===== src/rtl/motor_drive.sv =====
// Dual H-bridge drive stage: takes the command FSM's motor_stat/duty and
// produces per-wheel IN pairs plus PWM enables, with dead time inserted on
// every command change and an optional soft-start duty ramp.
// Optional feature macro: MOTOR_DRIVE_SOFT_START_EN (defined = ramp duty up by
// RAMP_STEP per PWM period; undefined = apply the target duty directly).
module motor_drive #(
  parameter int unsigned PRESCALE    = 25,
  parameter int unsigned DEAD_CYCLES = 50000,
  parameter int unsigned RAMP_STEP   = 5
) (
  input  logic       clk,
  input  logic       rst_n,
  input  logic [2:0] motor_stat,
  input  logic [6:0] duty,
  output logic [1:0] l_in,
  output logic [1:0] r_in,
  output logic       l_en,
  output logic       r_en,
  output logic [6:0] cur_duty,
  output logic       dead,
  output logic       fault
);

  localparam int unsigned    PreW     = (PRESCALE > 1) ? $clog2(PRESCALE) : 1;
  localparam logic [PreW-1:0] PreMax  = PreW'(PRESCALE - 1);
  localparam logic [19:0]    DeadLoad = 20'(DEAD_CYCLES - 1);

`ifdef MOTOR_DRIVE_SOFT_START_EN
  localparam bit          SoftStart = 1'b1;
  localparam logic [7:0]  RampInc   = 8'(RAMP_STEP);
`else
  localparam bit          SoftStart = 1'b0;
`endif

  // Reject out-of-range configurations at elaboration.
  if (DEAD_CYCLES < 1 || DEAD_CYCLES > 1048575) begin : g_bad_dead
    $error("motor_drive: DEAD_CYCLES out of range");
  end
  if (RAMP_STEP < 1 || RAMP_STEP > 100) begin : g_bad_ramp
    $error("motor_drive: RAMP_STEP out of range");
  end
  if (PRESCALE < 1) begin : g_bad_pre
    $error("motor_drive: PRESCALE must be at least 1");
  end

  typedef enum logic [1:0] {StCoast, StRun, StBrake, StDead} state_e;

  state_e          state_q;
  logic [2:0]      cmd_q;
  logic [6:0]      tgt_q;
  logic [2:0]      held_q;
  logic [19:0]     dead_cnt_q;
  logic [PreW-1:0] pre_cnt_q;
  logic [6:0]      pwm_cnt_q;

  logic       change;
  logic       invalid;
  logic       step_tick;
  logic       period_end;
  logic       pwm_on;
  logic [2:0] exit_cmd;
  logic [6:0] duty_next;

  // Bridge pattern {l_in, r_in} for a command; invalid codes fall back to brake.
  function automatic logic [3:0] cmd_dir(input logic [2:0] cmd);
    unique case (cmd)
      3'b000:  cmd_dir = 4'b0000;
      3'b001:  cmd_dir = 4'b1010;
      3'b010:  cmd_dir = 4'b0110;
      3'b011:  cmd_dir = 4'b1111;
      3'b100:  cmd_dir = 4'b1001;
      3'b101:  cmd_dir = 4'b0101;
      default: cmd_dir = 4'b1111;
    endcase
  endfunction

  function automatic state_e cmd_state(input logic [2:0] cmd);
    unique case (cmd)
      3'b000:                 cmd_state = StCoast;
      3'b011, 3'b110, 3'b111: cmd_state = StBrake;
      default:                cmd_state = StRun;
    endcase
  endfunction

  // Register the raw command and the clamped target duty.
  always_ff @(posedge clk or negedge rst_n) begin
    if (!rst_n) begin
      cmd_q <= 3'b000;
      tgt_q <= 7'd0;
    end else begin
      cmd_q <= motor_stat;
      tgt_q <= (duty > 7'd100) ? 7'd100 : duty;
    end
  end

  // Change detection, PWM timing and period-boundary duty selection.
  always_comb begin
    change     = (cmd_q != held_q);
    invalid    = cmd_q[2] & cmd_q[1];
    step_tick  = (pre_cnt_q == PreMax);
    period_end = step_tick && (pwm_cnt_q == 7'd99);
    pwm_on     = (pwm_cnt_q < cur_duty);
    // A change arriving on the final dead cycle is honoured on exit.
    exit_cmd   = change ? cmd_q : held_q;
`ifdef MOTOR_DRIVE_SOFT_START_EN
    duty_next  = tgt_q;
    if (tgt_q > cur_duty) begin
      // 8-bit add so the sum cannot wrap before clamping to target.
      if (({1'b0, cur_duty} + RampInc) > {1'b0, tgt_q}) begin
        duty_next = tgt_q;
      end else begin
        duty_next = cur_duty + RampInc[6:0];
      end
    end
`else
    duty_next  = tgt_q;
`endif
  end

  // Main FSM: dead-time sequencing, PWM counters and registered bridge outputs.
  always_ff @(posedge clk or negedge rst_n) begin
    if (!rst_n) begin
      state_q    <= StCoast;
      held_q     <= 3'b000;
      dead_cnt_q <= 20'd0;
      pre_cnt_q  <= '0;
      pwm_cnt_q  <= 7'd0;
      cur_duty   <= 7'd0;
      l_in       <= 2'b00;
      r_in       <= 2'b00;
      dead       <= 1'b0;
      fault      <= 1'b0;
    end else begin
      if (invalid) begin
        fault <= 1'b1;
      end
      if (change) begin
        held_q <= cmd_q;
      end
      if (state_q == StDead) begin
        if (dead_cnt_q == 20'd0) begin
          state_q      <= cmd_state(exit_cmd);
          {l_in, r_in} <= cmd_dir(exit_cmd);
          dead         <= 1'b0;
          pre_cnt_q    <= '0;
          pwm_cnt_q    <= 7'd0;
          cur_duty     <= (cmd_state(exit_cmd) == StRun && !SoftStart) ? tgt_q : 7'd0;
        end else begin
          dead_cnt_q <= dead_cnt_q - 20'd1;
        end
      end else if (change) begin
        state_q    <= StDead;
        dead_cnt_q <= DeadLoad;
        dead       <= 1'b1;
        l_in       <= 2'b00;
        r_in       <= 2'b00;
        cur_duty   <= 7'd0;
        pre_cnt_q  <= '0;
        pwm_cnt_q  <= 7'd0;
      end else if (state_q == StRun) begin
        pre_cnt_q <= step_tick ? '0 : pre_cnt_q + 1'b1;
        if (step_tick) begin
          pwm_cnt_q <= period_end ? 7'd0 : pwm_cnt_q + 7'd1;
        end
        // Duty only moves on the period boundary so a period is never cut short.
        if (period_end) begin
          cur_duty <= duty_next;
        end
      end
    end
  end

  // Enables: PWM while running, full on while braking, off otherwise.
  always_comb begin
    l_en = (state_q == StBrake) | ((state_q == StRun) & pwm_on);
    r_en = l_en;
  end

endmodule


===== config.mk =====
export PLATFORM = sky130hd
export DESIGN_NAME = motor_drive
export DESIGN_NICKNAME = d
export VERILOG_FILES = /design/src/rtl/motor_drive.sv
export SDC_FILE = /design/constraint.sdc
export NUM_CORES = 1
export LEC_CHECK = 0
export CAP_MARGIN = 40
export CORE_MARGIN = 2
export CORE_UTILIZATION = 50
export DETAILED_ROUTE_END_ITERATION = 6
export PLACE_DENSITY = 0.77
export REMOVE_ABC_BUFFERS = 1
export SLEW_MARGIN = 20
export SYNTH_ARGS = -nofsm -noshare
export SYNTH_HDL_FRONTEND = slang
export SYNTH_SLANG_ARGS = --single-unit
export TNS_END_PERCENT = 20

===== constraint.sdc =====
create_clock -name clk -period 2.7 [get_ports clk]
set_input_delay 0.81 -clock clk [delete_from_list [all_inputs] [get_ports clk]]
set_output_delay 0.81 -clock clk [all_outputs]
set_load 0.005 [all_outputs]

==> impl_metrics.yaml, run 1 <==
sta:
  fin_crit_sh_pct: 97.6
  drv_slew: 0
  worstMarginPinSlew_ns: 0.638
  maxSlewHeadroom_pct: 57.1
  finalSetupViolations: 0
  layout_min_cycle_time_ns: 2.64
  skew_ns: 0.0101
  grt_setup_unrepaired: "yes"
  hold_viol: 0
  setup_ws_ns: 0.0648
  fmax_ghz: 0.379
power:
  swShare_pct: 29.2
  internal_power_mw: 1.53
  powerDensity_nw_per_um2: 583
  p_sw_mw: 0.632
  peakVddDrop_uv: 514
  combPwrFrac_pct: 14.4
  clockPowerShare_pct: 34.7
  power.total_mw: 2.16
  p_leak_nw: 1.60
  p_seq_share_pct: 50.9
floorplan:
  die_x_um: 83.4
  num_io_pins: 27
  fp.coreArea_um2: 5990
  row_count: 28
  fp.dieH_um: 83.4
  initial_core_util_pct: 52.6
  dieArea_um2: 6950
synthesis:
  synth_cell_types: 53
  ys_ff_latch: 60
  ys_warn_count: 0
  postSynthCellCount: 317
  netlist_area_um2: 3150
  async_reset_ff_share_pct: 100
  yosysSeqAreaShare_pct: 47.6
  syn_avg_cell_area_um2: 9.94
  synth_edf_count: 0
  synthFlopType: "dfrtp_1"
setup_path:
  r2r_setup_slack_ns: 0.44
  start_kind: "flop"
  endpoint: "r_en"
  crit_arrival_ns: 1.83
  cp_max_fo: 2
  crit_slowest_cell: "dfrtp_1"
  critPathCaptureType: "output port"
  crit_chain: "ha_4, a21o_1, a211oi_2, nand2_1, o22ai_2, buf_2"
  criticalPathCategory: "reg2out"
  max_stage_delay_ns: 0.42
  reg2reg_from: "pwm_cnt_q[0]"
  r2r-end: "cur_duty[6]"
  rr_worst_depth: 6
  required_ns: 1.89
  critPathLaunch: "pwm_cnt_q[5]"
grt:
  grt_max_degree: 29
  overflow: 0
  grt_pass1_vias: 2524
  grt_use_total_pct: 21.2
  antenna_found_initial: 0
  grt_pass1_wl_mm: 11.7
clocking:
  tritoncts: "built"
  worstSkewPairLatency_ns: 0.35
  clk_path_buf_depth: 2
  cts_buffers: 9
  cts_sinks: 60
  cts_max_level: 3
  cts_root_buffer: "clkbuf_8"
  clk_pin_slew_ns: 0.06
place:
  place_area_um2: 3490
  dp_slack_ns: -0.00370
  hpwl_mm: 4.74
  port_buffers: 26
  dp.cells: 413
  routabilityCongestion: 0.924
detailed_routing:
  route.final.wire_length_mm: 6.81
  wl_per_cell_um: 15.8
  num_vias: 2577
  final_antenna_net_count: 0
  drc: 0
  drt_first_pass_iters: 4
  drtIter0Drc: 224
  vias_per_cell: 5.99
finish:
  drive_gt1_share_pct: 13.5
  fin_nets: 374
  post-route-util_pct: 61.9
  fillCellCount: 485
  finalNonFillerCells: 430
  area_growth_pct: 17.7
  diodes: 0
  final_area_um2: 3710
job:
  maxCapViolations: 0
worst_hold_path:
  hold_class: "in2async"
outcome:
  outcome: "completed"
[final cells by class]
| class | instances | area (um^2) | area share, % |
|---|---|---|---|
| clock buffer | 12 | 165 | 4.45 |
| sequential | 60 | 1500 | 40.5 |
| clock inverter | 3 | 21.3 | 0.573 |
| tap | 75 | 93.8 | 2.53 |
| multi-input combinational | 226 | 1530 | 41.2 |
| inverter | 15 | 56.3 | 1.52 |
| timing repair buffer | 39 | 343 | 9.24 |
[state kept, by name (all words and copies together) (netlist names)]
signal	count
fault	1
dead_cnt_q	20
duty_next	7
held_q	3
l_in	2
state_q	2
pwm_cnt_q	7
pre_cnt_q	5
dead	1
r_in	2
cmd_q	3
cur_duty	7
[per-stage QoR]
stage	hold slack [ns]	TNS (ns)
3_5_place_dp	0.447	-0.00370
2_1_floorplan	0.446	0
6_report	0.369	0
4_1_cts	0.369	0
5_1_grt	0.394	-0.0260
3_3_place_gp	0.449	0
[worst max-delay path: cells and delay by family, from the launching register on]
kind,cells,cell delay [ns]
AO/OA/AOI/OAI,3,0.56
adder cells (fa/ha/maj),1,0.25
buffers and inverters,1,0.14
flip-flops,1,0.42
AND/OR/NAND/NOR,1,0.11
[cell usage after synthesis, types with 6 or more instances]
master    number  area (um^2)
inv_1         15         56.3
nand3_1       13         65.1
a21oi_1       20          100
ha_1          11          138
nor2_1        16         60.1
o21ai_0       22          110
nand2_1       31          116
mux2i_1       11          110
nand4_1        6         37.5
nor3_1         8         40.0
dfrtp_1       60         1500
clkbuf_1       8         30.0
[power by group through the flow]
stage,combinational (mW),sequential (mW),clock (mW)
floorplan,0.208,1.09,0
global placement,0.296,1.11,0
detailed placement,0.306,1.12,0
CTS,0.310,1.10,0.767
global route,0.354,1.12,0.812
finish,0.313,1.10,0.750
[logic make-up (layout without fill, tap and decap cells)]
logic type / count (synthesis) / in the layout / synth area share, %
compound gates: 80 / 80 / 16.0
buf+inv: 31 / 69 / 4.60
flops: 60 / 60 / 47.6
xor+xnor: 7 / 7 / 3.02
fa+ha+maj: 11 / 11 / 4.37
mux: 11 / 11 / 3.49
simple gates: 117 / 117 / 20.9
[per-layer routing]
| metal | vias to the layer above | share of wire, % | global-route usage [%] |
|---|---|---|---|
| met5 | - | 0 | 0 |
| met4 | 0 | 3.6 | 12.8 |
| met3 | 17 | 5.4 | 3.78 |
| met2 | 84 | 46 | 32.2 |
| met1 | 1247 | 45 | 28.2 |
| li1 | 1229 | - | - |
[repair_timing]
item	CTS	global route
endpoints found under the hold margin	0	0
pin swaps	1	4
resized for setup	10	2
buffers inserted	0	2
hold buffers	0	0
endpoints found under the setup margin	2	2
[how the worst min path moves through the flow]
| stage | cells after the start | end | slack, ns |
|---|---|---|---|
| 5_1_grt | 1 | dead_cnt_q[7] | 0.39 |
| 6_report | 1 | dead_cnt_q[7] | 0.37 |
| 3_3_place_gp | 1 | fault | 0.45 |
| 2_1_floorplan | 1 | dead_cnt_q[7] | 0.45 |
| 3_5_place_dp | 1 | fault | 0.45 |
| 4_1_cts | 1 | dead_cnt_q[7] | 0.37 |
[cell usage in the layout (no fill, tap or decap), types with 4 or more instances in the layout]
master / count
a211oi_1: 4
a21o_1: 5
a21oi_1: 20
and2_1: 5
buf_4: 13
clkbuf_8: 12
clkdlybuf4s50_1: 23
dfrtp_1: 60
ha_1: 10
inv_1: 14
mux2i_1: 11
nand2_1: 31
nand3_1: 13
nand4_1: 6
nor2_1: 16
nor3_1: 8
nor4_1: 5
o21ai_0: 22
o2bb2ai_1: 4
o311ai_0: 4
o31ai_1: 4
or2_2: 4
or3_1: 4
or4_1: 4
Note: power is estimated with default switching activity, not from simulation.
==> run 2: changes to the inputs <==
CORE_ASPECT_RATIO = 1.75   (was not set)
CORE_UTILIZATION = 40   (was 50)
PLACE_DENSITY = 0.66   (was 0.77)
SKIP_CTS_REPAIR_TIMING = 1   (was not set)
==> run 2 against run 1 <==
- utilization decreased by 12 points
- setup slack improved by 0.032 ns
- die area increased by 24%
- final cell count increased by 2.8%
- global-route usage decreased by 3.1 points
- count of clock-buffer cells in the layout decreased by 1
- fmax increased by 1.2%
==> impl_metrics.yaml, run 2 (synthesized netlist as in run 1, its figures left out) <==
outcome:
  outcome: "completed"
finish:
  area_growth_pct: 20.4
  diodes: 0
  largest_reg_flops: 20
  fin_nets: 372
  drive_gt1_share_pct: 12.4
  final_common_cell: "dfrtp_1"
  regMostFlops: "dead_cnt_q"
  final_cell_mix: "60 x dfrtp_1, 31 x nand2_1, 23 x clkdlybuf4s50_1, 22 x o21ai_0, 20 x a21oi_1"
clocking:
  tritoncts: "built"
  cts_sinks: 60
  cts_root_buffer: "clkbuf_16"
  worstSkewPairLatency_ns: 0.33
  clk_pin_slew_ns: 0.05
  cts_max_level: 3
  cts_buffers: 9
  clk_path_buf_depth: 2
detailed_routing:
  final_antenna_net_count: 0
  drt_first_pass_iters: 4
  route.final.wire_length_mm: 7.10
  drc: 0
  num_vias: 2486
  vias_per_cell: 5.62
  wl_per_cell_um: 16.1
  drtIter0Drc: 201
sta:
  grt_setup_unrepaired: "no"
  skew_ns: 0.00871
  hold-worst-slack_ns: 0.448
  fmax_ghz: 0.384
  layout_min_cycle_time_ns: 2.60
  worstMarginPinSlew_ns: 0.652
  finalSetupViolations: 0
  setup_tns_ns: 0
  fin_crit_sh_pct: 96.4
  drv_slew: 0
  maxSlewHeadroom_pct: 56.5
  setup_ws_ns: 0.0972
  hold_viol: 0
job:
  maxCapViolations: 0
setup_path:
  criticalPathCategory: "reg2out"
  crit_arrival_ns: 1.79
  required_ns: 1.89
  start_kind: "flop"
  critPathCaptureType: "output port"
  rr_worst_depth: 7
  cp_max_fo: 2
floorplan:
  fp.dieH_um: 121
  num_io_pins: 27
  initial_core_util_pct: 41.4
  dieArea_um2: 8630
  row_count: 42
  fp.coreArea_um2: 7620
  die_x_um: 71.1
grt:
  grt_max_degree: 61
  antenna_found_initial: 0
  grt_pass1_wl_mm: 12.0
  grt_pass1_vias: 2576
  overflow: 0
  grt_use_total_pct: 18.1
power:
  powerDensity_nw_per_um2: 646
  p_leak_nw: 1.64
  peakVddDrop_uv: 395
  power.total_mw: 2.45
worst_hold_path:
  hold_class: "in2async"
place:
  routabilityCongestion: 0.784
  port_buffers: 26
  hpwl_mm: 5.09
  dp_slack_ns: -0.0536
## run 2: area by class of cell
type / count / area (um^2)
inverters: 15 / 56.3
well taps: 88 / 110
clock inverters: 5 / 27.5
flip-flops and latches: 60 / 1500
repair buffers: 37 / 340
fillers: 685 / 3820
clock buffers: 11 / 243
multi-input cells: 226 / 1520
## run 2: worst paths after layout
| kind | to | slack (ns) | from |
|---|---|---|---|
| worst max-delay path | l_en | 0.1 | cur_duty[5] |
| worst min-delay path | dead_cnt_q[2] | 0.45 | rst_n |
| worst max register to register | cur_duty[1] | 0.44 | pre_cnt_q[0] |
| worst min register to register | fault | 0.47 | fault |
| max in group asynchronous | pre_cnt_q[3] | 1.74 | rst_n |
| min in group clk | fault | 0.47 | fault |
## run 2: where the power goes
| part | total (mW) | leakage [nW] | switching, mW | internal [mW] |
|---|---|---|---|---|
| clock network | 1.04 | 0.135 | 0.398 | 0.638 |
| registers | 1.10 | 0.751 | 0.108 | 0.994 |
| logic | 0.313 | 0.753 | 0.174 | 0.139 |
## run 2: per-layer routing
metal / global-route usage, % / share of wire [%] / vias up
met3: 4.40 / 3.1 / 11
li1: - / - / 1214
met4: 8.49 / 2.1 / 0
met5: 0 / 0 / -
met2: 32.5 / 55 / 43
met1: 19.5 / 40 / 1218
## run 2: metrics by stage
stage	instance area, um^2	util, %	instances
floorplan	3060	-	301
global placement	3500	46.0	425
detailed placement	3500	46.0	425
CTS	3770	49.5	441
global route	3790	49.8	442
finish	3790	49.8	442
## run 2: critical path, cell delays in order, from the launching register on
cell	delay, ns
dfrtp_1	0.34
inv_1	0.06
ha_1	0.31
a21o_1	0.19
a211oi_2	0.19
nand2_1	0.09
o22ai_2	0.15
buf_2	0.14
